[config.mk]
export PLATFORM = sky130hd
export DESIGN_NAME = processador_sysid_regs_flat
export DESIGN_NICKNAME = d
export VERILOG_FILES = /design/src/rtl/processador_sysid_pkg.sv /design/src/rtl/processador_sysid_regs_if.sv /design/src/rtl/processador_sysid_uptime.sv /design/src/rtl/processador_sysid_regs.sv /design/src/flat_wrapper.sv
export SDC_FILE = /design/constraint.sdc
export NUM_CORES = 1
export LEC_CHECK = 0
export CAP_MARGIN = 20
export CORE_ASPECT_RATIO = 1.25
export CORE_MARGIN = 1
export CORE_UTILIZATION = 60
export CTS_CLUSTER_SIZE = 10
export DETAILED_ROUTE_END_ITERATION = 16
export HOLD_SLACK_MARGIN = 0.15
export PLACE_DENSITY = 0.82
export SLEW_MARGIN = 15
export SYNTH_ARGS = -nofsm -noshare
export SYNTH_HDL_FRONTEND = slang
export SYNTH_HIERARCHICAL = 1
export SYNTH_SLANG_ARGS = --single-unit
export TNS_END_PERCENT = 50
[constraint.sdc]
create_clock -name clock -period 7.4 [get_ports clock]
set_input_delay 1.48 -clock clock [delete_from_list [all_inputs] [get_ports clock]]
set_output_delay 1.48 -clock clock [all_outputs]
set_load 0.05 [all_outputs]
[src/rtl/processador_sysid_pkg.sv]
// Shared constants for the system-ID register file: word map, control bits,
// default identification values and the byte-lane merge helper.
package processador_sysid_pkg;

  localparam int unsigned DATA_W = 32;
  localparam int unsigned ADDR_W = 3;
  localparam int unsigned BE_W   = 4;

  localparam logic [ADDR_W-1:0] ADDR_SYSID   = 3'd0;
  localparam logic [ADDR_W-1:0] ADDR_TSTAMP  = 3'd1;
  localparam logic [ADDR_W-1:0] ADDR_VERSION = 3'd2;
  localparam logic [ADDR_W-1:0] ADDR_UP_LO   = 3'd3;
  localparam logic [ADDR_W-1:0] ADDR_UP_HI   = 3'd4;
  localparam logic [ADDR_W-1:0] ADDR_SCRATCH = 3'd5;
  localparam logic [ADDR_W-1:0] ADDR_CTRL    = 3'd6;
  localparam logic [ADDR_W-1:0] ADDR_RSVD    = 3'd7;

  localparam int unsigned CTRL_EN  = 0;
  localparam int unsigned CTRL_CLR = 1;

  localparam logic [DATA_W-1:0] DEF_SYSTEM_ID = 32'd4919;
  localparam logic [DATA_W-1:0] DEF_TIMESTAMP = 32'd1537363031;
  localparam logic [DATA_W-1:0] DEF_VERSION   = 32'h0001_0000;

  // Replace only the byte lanes selected by be.
  function automatic logic [DATA_W-1:0] apply_be(input logic [DATA_W-1:0] old_v,
                                                 input logic [DATA_W-1:0] new_v,
                                                 input logic [BE_W-1:0]   be);
    logic [DATA_W-1:0] r;
    r = old_v;
    for (int i = 0; i < int'(BE_W); i++) begin
      if (be[i]) r[8*i +: 8] = new_v[8*i +: 8];
    end
    return r;
  endfunction

endpackage

[src/rtl/processador_sysid_regs_if.sv]
// Avalon-MM slave bus of the system-ID register file (fixed 1-cycle read latency).
interface processador_sysid_regs_if;
  import processador_sysid_pkg::*;

  logic [ADDR_W-1:0] address;
  logic              read;
  logic              write;
  logic [DATA_W-1:0] writedata;
  logic [BE_W-1:0]   byteenable;
  logic [DATA_W-1:0] readdata;
  logic              readdatavalid;

  modport master (output address, read, write, writedata, byteenable,
                  input  readdata, readdatavalid);
  modport slave  (input  address, read, write, writedata, byteenable,
                  output readdata, readdatavalid);
endinterface

[src/rtl/processador_sysid_uptime.sv]
// Free-running uptime counter with enable/clear control and a high-word
// shadow captured whenever the low word is read, so lo/hi pairs are coherent.
module processador_sysid_uptime #(
  parameter int unsigned CNT_WIDTH = 64
) (
  input  logic        clock,
  input  logic        reset,
  input  logic        ctrl_wr_i,
  input  logic        en_wd_i,
  input  logic        clr_wd_i,
  input  logic        snapshot_i,
  output logic        en_o,
  output logic [31:0] lo_o,
  output logic [31:0] hi_shadow_o
);

  localparam int unsigned HI_W = CNT_WIDTH - 32;

  logic [CNT_WIDTH-1:0] cnt_q, cnt_d;
  logic [HI_W-1:0]      hi_q, hi_d;
  logic                 en_q, en_d;

  // Clear beats increment; increment follows the enable held before this edge.
  always_comb begin
    cnt_d = cnt_q;
    en_d  = en_q;
    hi_d  = hi_q;
    if (ctrl_wr_i && clr_wd_i) cnt_d = '0;
    else if (en_q)             cnt_d = cnt_q + CNT_WIDTH'(1);
    if (ctrl_wr_i)  en_d = en_wd_i;
    if (snapshot_i) hi_d = cnt_q[CNT_WIDTH-1:32];
  end

  always_ff @(posedge clock) begin
    if (reset) begin
      cnt_q <= '0;
      en_q  <= 1'b1;
      hi_q  <= '0;
    end else begin
      cnt_q <= cnt_d;
      en_q  <= en_d;
      hi_q  <= hi_d;
    end
  end

  assign en_o        = en_q;
  assign lo_o        = cnt_q[31:0];
  assign hi_shadow_o = 32'(hi_q);

endmodule

[src/rtl/processador_sysid_regs.sv]
// Eight-word system-ID / uptime / scratch register file on Avalon-MM with a
// heartbeat square-wave output for board-level liveness indication.
module processador_sysid_regs
  import processador_sysid_pkg::*;
#(
  parameter logic [31:0] SYSTEM_ID = DEF_SYSTEM_ID,
  parameter logic [31:0] TIMESTAMP = DEF_TIMESTAMP,
  parameter logic [31:0] VERSION   = DEF_VERSION,
  parameter int unsigned CNT_WIDTH = 64,
  parameter int unsigned HB_DIV    = 25_000_000
) (
  input  logic                     clock,
  input  logic                     reset,
  processador_sysid_regs_if.slave  avs,
  output logic                     heartbeat
);

  localparam int unsigned DIV_W = $clog2(HB_DIV);

  logic [DATA_W-1:0] scratch_q, scratch_d;
  logic [DATA_W-1:0] rdata_q, rdata_d, rmux;
  logic              rvalid_q, rvalid_d;
  logic [DIV_W-1:0]  div_q, div_d;
  logic              hb_q, hb_d;
  logic              ctrl_wr, snapshot, en;
  logic [31:0]       up_lo, up_hi;

  assign ctrl_wr  = avs.write && (avs.address == ADDR_CTRL) && avs.byteenable[0];
  assign snapshot = avs.read && (avs.address == ADDR_UP_LO);

  processador_sysid_uptime #(.CNT_WIDTH(CNT_WIDTH)) u_uptime (
    .clock       (clock),
    .reset       (reset),
    .ctrl_wr_i   (ctrl_wr),
    .en_wd_i     (avs.writedata[CTRL_EN]),
    .clr_wd_i    (avs.writedata[CTRL_CLR]),
    .snapshot_i  (snapshot),
    .en_o        (en),
    .lo_o        (up_lo),
    .hi_shadow_o (up_hi)
  );

  // Read mux sees pre-write state, so a simultaneous write is not visible.
  always_comb begin
    rmux = '0;
    case (avs.address)
      ADDR_SYSID:   rmux = SYSTEM_ID;
      ADDR_TSTAMP:  rmux = TIMESTAMP;
      ADDR_VERSION: rmux = VERSION;
      ADDR_UP_LO:   rmux = up_lo;
      ADDR_UP_HI:   rmux = up_hi;
      ADDR_SCRATCH: rmux = scratch_q;
      ADDR_CTRL:    rmux[CTRL_EN] = en;
      default:      rmux = '0;
    endcase
  end

  always_comb begin
    scratch_d = scratch_q;
    rdata_d   = rdata_q;
    rvalid_d  = avs.read;
    div_d     = div_q + DIV_W'(1);
    hb_d      = hb_q;
    if (avs.write && (avs.address == ADDR_SCRATCH))
      scratch_d = apply_be(scratch_q, avs.writedata, avs.byteenable);
    if (avs.read) rdata_d = rmux;
    if (div_q == DIV_W'(HB_DIV - 1)) begin
      div_d = '0;
      hb_d  = ~hb_q;
    end
  end

  always_ff @(posedge clock) begin
    if (reset) begin
      scratch_q <= '0;
      rdata_q   <= '0;
      rvalid_q  <= 1'b0;
      div_q     <= '0;
      hb_q      <= 1'b0;
    end else begin
      scratch_q <= scratch_d;
      rdata_q   <= rdata_d;
      rvalid_q  <= rvalid_d;
      div_q     <= div_d;
      hb_q      <= hb_d;
    end
  end

  assign avs.readdata      = rdata_q;
  assign avs.readdatavalid = rvalid_q;
  assign heartbeat         = hb_q;

endmodule

[src/flat_wrapper.sv]
// flat-port wrapper written by rule: the top's interface ports become plain ports
module processador_sysid_regs_flat import processador_sysid_pkg::*;
#(
  parameter logic [31:0] SYSTEM_ID = DEF_SYSTEM_ID,
  parameter logic [31:0] TIMESTAMP = DEF_TIMESTAMP,
  parameter logic [31:0] VERSION   = DEF_VERSION,
  parameter int unsigned CNT_WIDTH = 64,
  parameter int unsigned HB_DIV    = 25_000_000
)
  (clock, reset, heartbeat, avs_address, avs_read, avs_write, avs_writedata, avs_byteenable, avs_readdata, avs_readdatavalid);
  processador_sysid_regs_if avs_i ();
  input  logic clock;
  input  logic reset;
  output logic heartbeat;
  input wire logic [$bits(avs_i.address)-1:0] avs_address;
  input wire logic [$bits(avs_i.read)-1:0] avs_read;
  input wire logic [$bits(avs_i.write)-1:0] avs_write;
  input wire logic [$bits(avs_i.writedata)-1:0] avs_writedata;
  input wire logic [$bits(avs_i.byteenable)-1:0] avs_byteenable;
  output wire logic [$bits(avs_i.readdata)-1:0] avs_readdata;
  output wire logic [$bits(avs_i.readdatavalid)-1:0] avs_readdatavalid;
  assign avs_i.address = avs_address;
  assign avs_i.read = avs_read;
  assign avs_i.write = avs_write;
  assign avs_i.writedata = avs_writedata;
  assign avs_i.byteenable = avs_byteenable;
  assign avs_readdata = avs_i.readdata;
  assign avs_readdatavalid = avs_i.readdatavalid;
  processador_sysid_regs #(.SYSTEM_ID(SYSTEM_ID), .TIMESTAMP(TIMESTAMP), .VERSION(VERSION), .CNT_WIDTH(CNT_WIDTH), .HB_DIV(HB_DIV)) u_core (.clock(clock), .reset(reset), .avs(avs_i), .heartbeat(heartbeat));
endmodule
==> After elaboration in Yosys (flattened, before gate mapping) <==
Cells that the tools add are included.
{ "word_totals": {"latchBits": 0, "mem_bits_ro": 0, "ramBits": 0, "inputBits": 43, "regBits": 188, "wordCells": 36, "n_memories": 0} }
{ "op_classes": {"add_sub_neg": 2, "multipliers": 0, "n_reduce_logical": 13, "muxes": 2, "n_bitwise": 1, "div": 0, "n_lt_le_gt_ge": 0, "shifts": 0, "eq_ne": 7} }
{ "ops": {"columns": ["operator", "count"], "rows": [
  ["case mux 31 bit (6 select lines)", 1],
  ["adder 64 x 1 -> 64 bit (second input constant)", 1],
  ["adder 25 x 1 -> 25 bit (second input constant)", 1],
  ["== test 25 bit (second input constant)", 1],
  ["== test 3 bit (second input constant)", 3],
  ["AND reduction 2 bit", 4],
  ["== test 3 x 2 -> 1 bit (second input constant)", 2],
  ["OR reduction 2 bit", 3],
  ["logical AND 1 bit", 5],
  ["case mux 1 bit (5 select lines)", 1],
  ["== test 3 x 1 -> 1 bit (second input constant)", 1],
  ["logical NOT 3 bit", 1],
  ["NOT 1 bit", 1]
]} }

==> Longest topological paths before layout <==
{ "depth": {"ltp_word": 5, "depth_mapped": 8} }

==> Cells and area by module <==
Netlist, hierarchy kept.
{ "modules_own_cells": {"columns": ["module", "area_per_inst_um2", "seq_area_each_um2", "n_inst", "cells_per_inst"], "rows": [
  ["processador_sysid_regs", 4466.8, 1821.7, 1, 547],
  ["processador_sysid_uptime", 4416.7, 1941.9, 1, 505]
]} }

==> Worst setup path after synthesis <==
OpenSTA, ideal clock, no wires.
{ "synth_path": {"kind": "input -> register", "startpoint": "input avs_read", "endpoint": "register u_core.u_uptime.hi_q[10], in the netlist u_core/u_uptime/hi_shadow_o[10]", "cell_stages": 7, "setup_ns": 0.128, "n_path_buf": 4, "arrival_ns": 3.069, "slack_ns": 4.203, "cell_sequence": "clkbuf_1 -> clkbuf_1 -> and3_1 -> clkbuf_1 -> buf_1 -> mux2i_1 -> nor2_1"} }
{ "synth_between": {"elab_chain_len": 1} }
{ "synth_rtl": {"columns": ["element", "line_no", "text"], "rows": [
  ["start, declared", "flat_wrapper.sv:16", "input wire logic [$bits(avs_i.read)-1:0] avs_read;"],
  ["logical AND 1 bit", "processador_sysid_regs.sv:29", "assign snapshot = avs.read && (avs.address == ADDR_UP_LO);"],
  ["named net u_core.snapshot", "processador_sysid_regs.sv:25", "logic ctrl_wr, snapshot, en;"],
  ["end signal, assigned", "processador_sysid_uptime.sv:42", "hi_q <= hi_d;"],
  ["end, declared", "processador_sysid_uptime.sv:20", "logic [HI_W-1:0] hi_q, hi_d;"]
]} }
The timed path passes the listed nets, and every way through them passes these cells.
A chain may end at the register's enable or synchronous reset.

==> Final worst setup path <==
{ "layout_path": {"startpoint": "input avs_address[0]", "endpoint": "register u_core.u_uptime.hi_q[14], in the netlist u_core/u_uptime/hi_shadow_o[14]"} }
{ "layout_between": {"elab_chain_len": 2} }
{ "layout_rtl": {"columns": ["element", "line_no", "text"], "rows": [
  ["start, declared", "flat_wrapper.sv:15", "input wire logic [$bits(avs_i.address)-1:0] avs_address;"],
  ["== test 3 x 2 -> 1 bit", "processador_sysid_regs.sv:29", null],
  ["logical AND 1 bit", "processador_sysid_regs.sv:29", null],
  ["named net u_core.snapshot", "processador_sysid_regs.sv:25", null]
]} }
The timed path passes the listed nets, and every way through them passes these cells.

==> reports/metrics.cfg <==
[run_status]
status = completed

[synthesis]
synth.top_cell.area_share_pct = 42.4
ys.flop_type = dfxtp_1
synthAdderAreaFrac_pct = 0.282
synth_edf_count = 0
synth_top_area_cell = dfxtp_1
ys_seq_elements = 188
syn_inst = 1052
synth_compound_gate_area_share_pct = 14.5
avgSynthCellArea_sq_um = 8.44
synth_mux_area_share_pct = 5.07
yosys_warnings = 6
synth.cell_area_sq_um = 8880
ys_top_cells_by_area = dfxtp_1 (42%), a21oi_1 (6.5%), mux2i_1 (5.1%), nor2_1 (3.8%), nand3_1 (3.6%)
ys_types = 52
yosys.area_share.simple_pct = 27.5
synth_top_family_by_area = simple AND/OR/NAND/NOR gates
async_flop_share_pct = 0
synthXorXnorAreaFrac_pct = 3.75
seq_area_frac_synth_pct = 42.4
syn_nets = 1097

[route]
drtPass1Iterations = 5
vias_per_cell = 6.22
vias = 7723
drt_wl_total_um = 22100
remaining_drc_errors = 0
ant_nets = 0
drt-wirelength-per-cell_um = 17.8
drt_iter0_markers = 771

[worst_setup_path]
cp.arrival_ps = 4380
worst_setup_path_end_kind = flip-flop
worst_ep_required_time_ps = 7670
startpoint_type = primary input
critPathKind = primary input to flip-flop
critPathMaxFanout = 32

[timing]
setup_viol = 0
fmax_mhz = 244
clock_skew_ps = 7.00
fin_crit_ps = 4100
tightestPinTransition_ps = 1100
setup_ws_ps = 3300
rsz0062_at_grt = no
drv_slew = 0
finalCritPeriodShare_pct = 55.4
finalSetupTns_ps = 0
hold_viol_final = 0
slew_headroom_pct = 26.5

[clocking]
cts_root_buffer = clkbuf_16
clk_latency_ps = 430
post_cts_resize_count = 0
postCtsSetupRepairBufs = 0
numCtsBuffers = 17
cts_tree = built
clk_pin_slew_ps = 70
htreeDepth = 4
clockBufferDepth = 2
hold_buffers = 0
cts_num_sinks = 188

[power_and_ir_drop]
switching_share_pct = 22.1
p_leak_nw = 3.29
power_frac_comb_pct = 5.8
ir_drop_mv = 0.174
seqPwrFrac_pct = 48.5
p_clk_share_pct = 45.7
net-switching-power_mw = 0.469
powerDensity_nw_per_um2 = 212
p_int_mw = 1.65

[layout]
mostFrequentLayoutCells = dfxtp_1 (188), a21oi_1 (115), nor2_1 (89)
multi_input_area_sq_um = 4550
fillers = 1118
syn2layout_area_growth_pct = 12.8
final_common_cell = dfxtp_1
drive_above_1_share_pct = 4.99
fin_nets = 1095
antenna_cells = 0
ff_latch_area_sq_um = 3760

[placement]
dp_hpwl_um = 14800
dpl_worst_slack_ps = 2970
place.gp.congestion = 0.852
io_buffer_count = 76

[grt]
antenna_found_initial = 0
grt_first_pass_wirelength_um = 35700
grt_max_degree = 98
grt_pass1_vias = 7012
use_met1_pct = 37.7
use_met2_pct = 45.5
grt_util_met3_pct = 5.66
gr-max-usage-layer = met2
grt.overflow.total = 0
track_usage_pct = 28.7

[floorplan]
fp.dieH_um = 138
io-pin-count = 77
start_util_pct = 61.7
dieArea_sq_um = 15300
rows = 49
coreArea_sq_um = 14400
die_x_um = 111

[job]
max_cap_violations = 0

[hold_path]
hp-class = flip-flop to flip-flop

final timing paths:
path | start | end | slack, ps | cells after the start
max reg2reg | u_core/u_uptime/en_o$_SDFFE_PP1P_ | u_core/u_uptime/cnt_q[63]$_SDFFE_PP0P_ | 4110 | 5
max | avs_address[0] | u_core/u_uptime/hi_shadow_o[14]$_SDFFE_PP0P_ | 3300 | 5
min | u_core/div_q[0]$_SDFF_PP0_ | u_core/div_q[0]$_SDFF_PP0_ | 460 | 1
min reg2reg | u_core/div_q[0]$_SDFF_PP0_ | u_core/div_q[0]$_SDFF_PP0_ | 460 | 1
power groups by stage:
stage	Sequential [mW]	Combinational [mW]	Clock [mW]
after floorplan	1.06	0.0657	0
after global placement	1.05	0.121	0
after detailed placement	1.05	0.121	0
after CTS	1.03	0.123	0.977
after global routing	1.03	0.132	1.02
final	1.03	0.124	0.969
Yosys cell counts (2+ instances only):
cell type and count:
nor2_1 89, nor4b_1 2, or3_1 25, ha_1 2, xor2_1 21, nand2_1 67, buf_4 33, nand3_1 64
a21boi_0 5, buf_6 3, xnor2_1 17, and4b_1 5, dfxtp_1 188, nor3_1 6, nor4_1 8, o21ai_1 3
o31ai_1 22, or4_1 27, o2bb2ai_1 23, o21ai_0 46, and4_1 10, clkbuf_1 58, nand4_1 23, nand4_2 3
buf_1 6, nand4b_1 5, and3_1 28, buf_2 5, a21oi_1 115, and2_1 7, or2_2 2, nand2b_1 32
mux2i_1 45, o21a_1 2, inv_1 9, nor2b_1 30
through the flow:
step | instances | hold slack (ps) | area, sq um | total power [mW] | util [%]
6_report | 1241 | 455 | 10000 | 2.12 | 69.5
5_1_grt | 1241 | 476 | 10000 | 2.18 | 69.5
3_5_place_dp | 1209 | 445 | 9380 | 1.17 | 65.1
3_3_place_gp | 1209 | 438 | 9380 | 1.17 | 65.1
2_1_floorplan | 1052 | 421 | 8880 | 1.13 | -
4_1_cts | 1241 | 459 | 10000 | 2.13 | 69.5
flip-flops by register name (all words and copies together), names as in the netlist:
signal	cells
u_core/scratch_q	32
u_core/heartbeat	1
u_core/u_uptime/en_o	1
u_core/avs.readdatavalid	1
u_core/u_uptime/hi_shadow_o	32
u_core/u_uptime/cnt_q	64
u_core/avs.readdata	32
u_core/div_q	25
layer usage:
metal | wire length (um) | share of wire, %
met5 | 0 | 0
met4 | 731 | 3.3
met3 | 1420 | 6.4
met2 | 10300 | 47
met1 | 9650 | 44
kinds of logic after synthesis:
| group | after synthesis |
|---|---|
| flip-flops | 188 |
| buffers and inverters | 114 |
| multiplexers | 45 |
| AO/OA/AOI/OAI | 222 |
| AND/OR/NAND/NOR | 443 |
| adder cells (fa/ha/maj) | 2 |
| XOR/XNOR | 38 |
layout make-up:
cell class / count / area share [%]
well taps: 178 / 2.22
multi-input cells: 750 / 45.4
clock inverters: 11 / 1.66
repair buffers: 84 / 8.17
flip-flops and latches: 188 / 37.6
clock buffers: 21 / 4.60
inverters: 9 / 0.337
worst max-delay path, cell delays in order:
cell             delay, ps
clkdlybuf4s50_1       1190
buf_4                  410
and3_2                 880
mux2i_1                320
nor2_1                  70
Power figures use the tool's default switching activity.
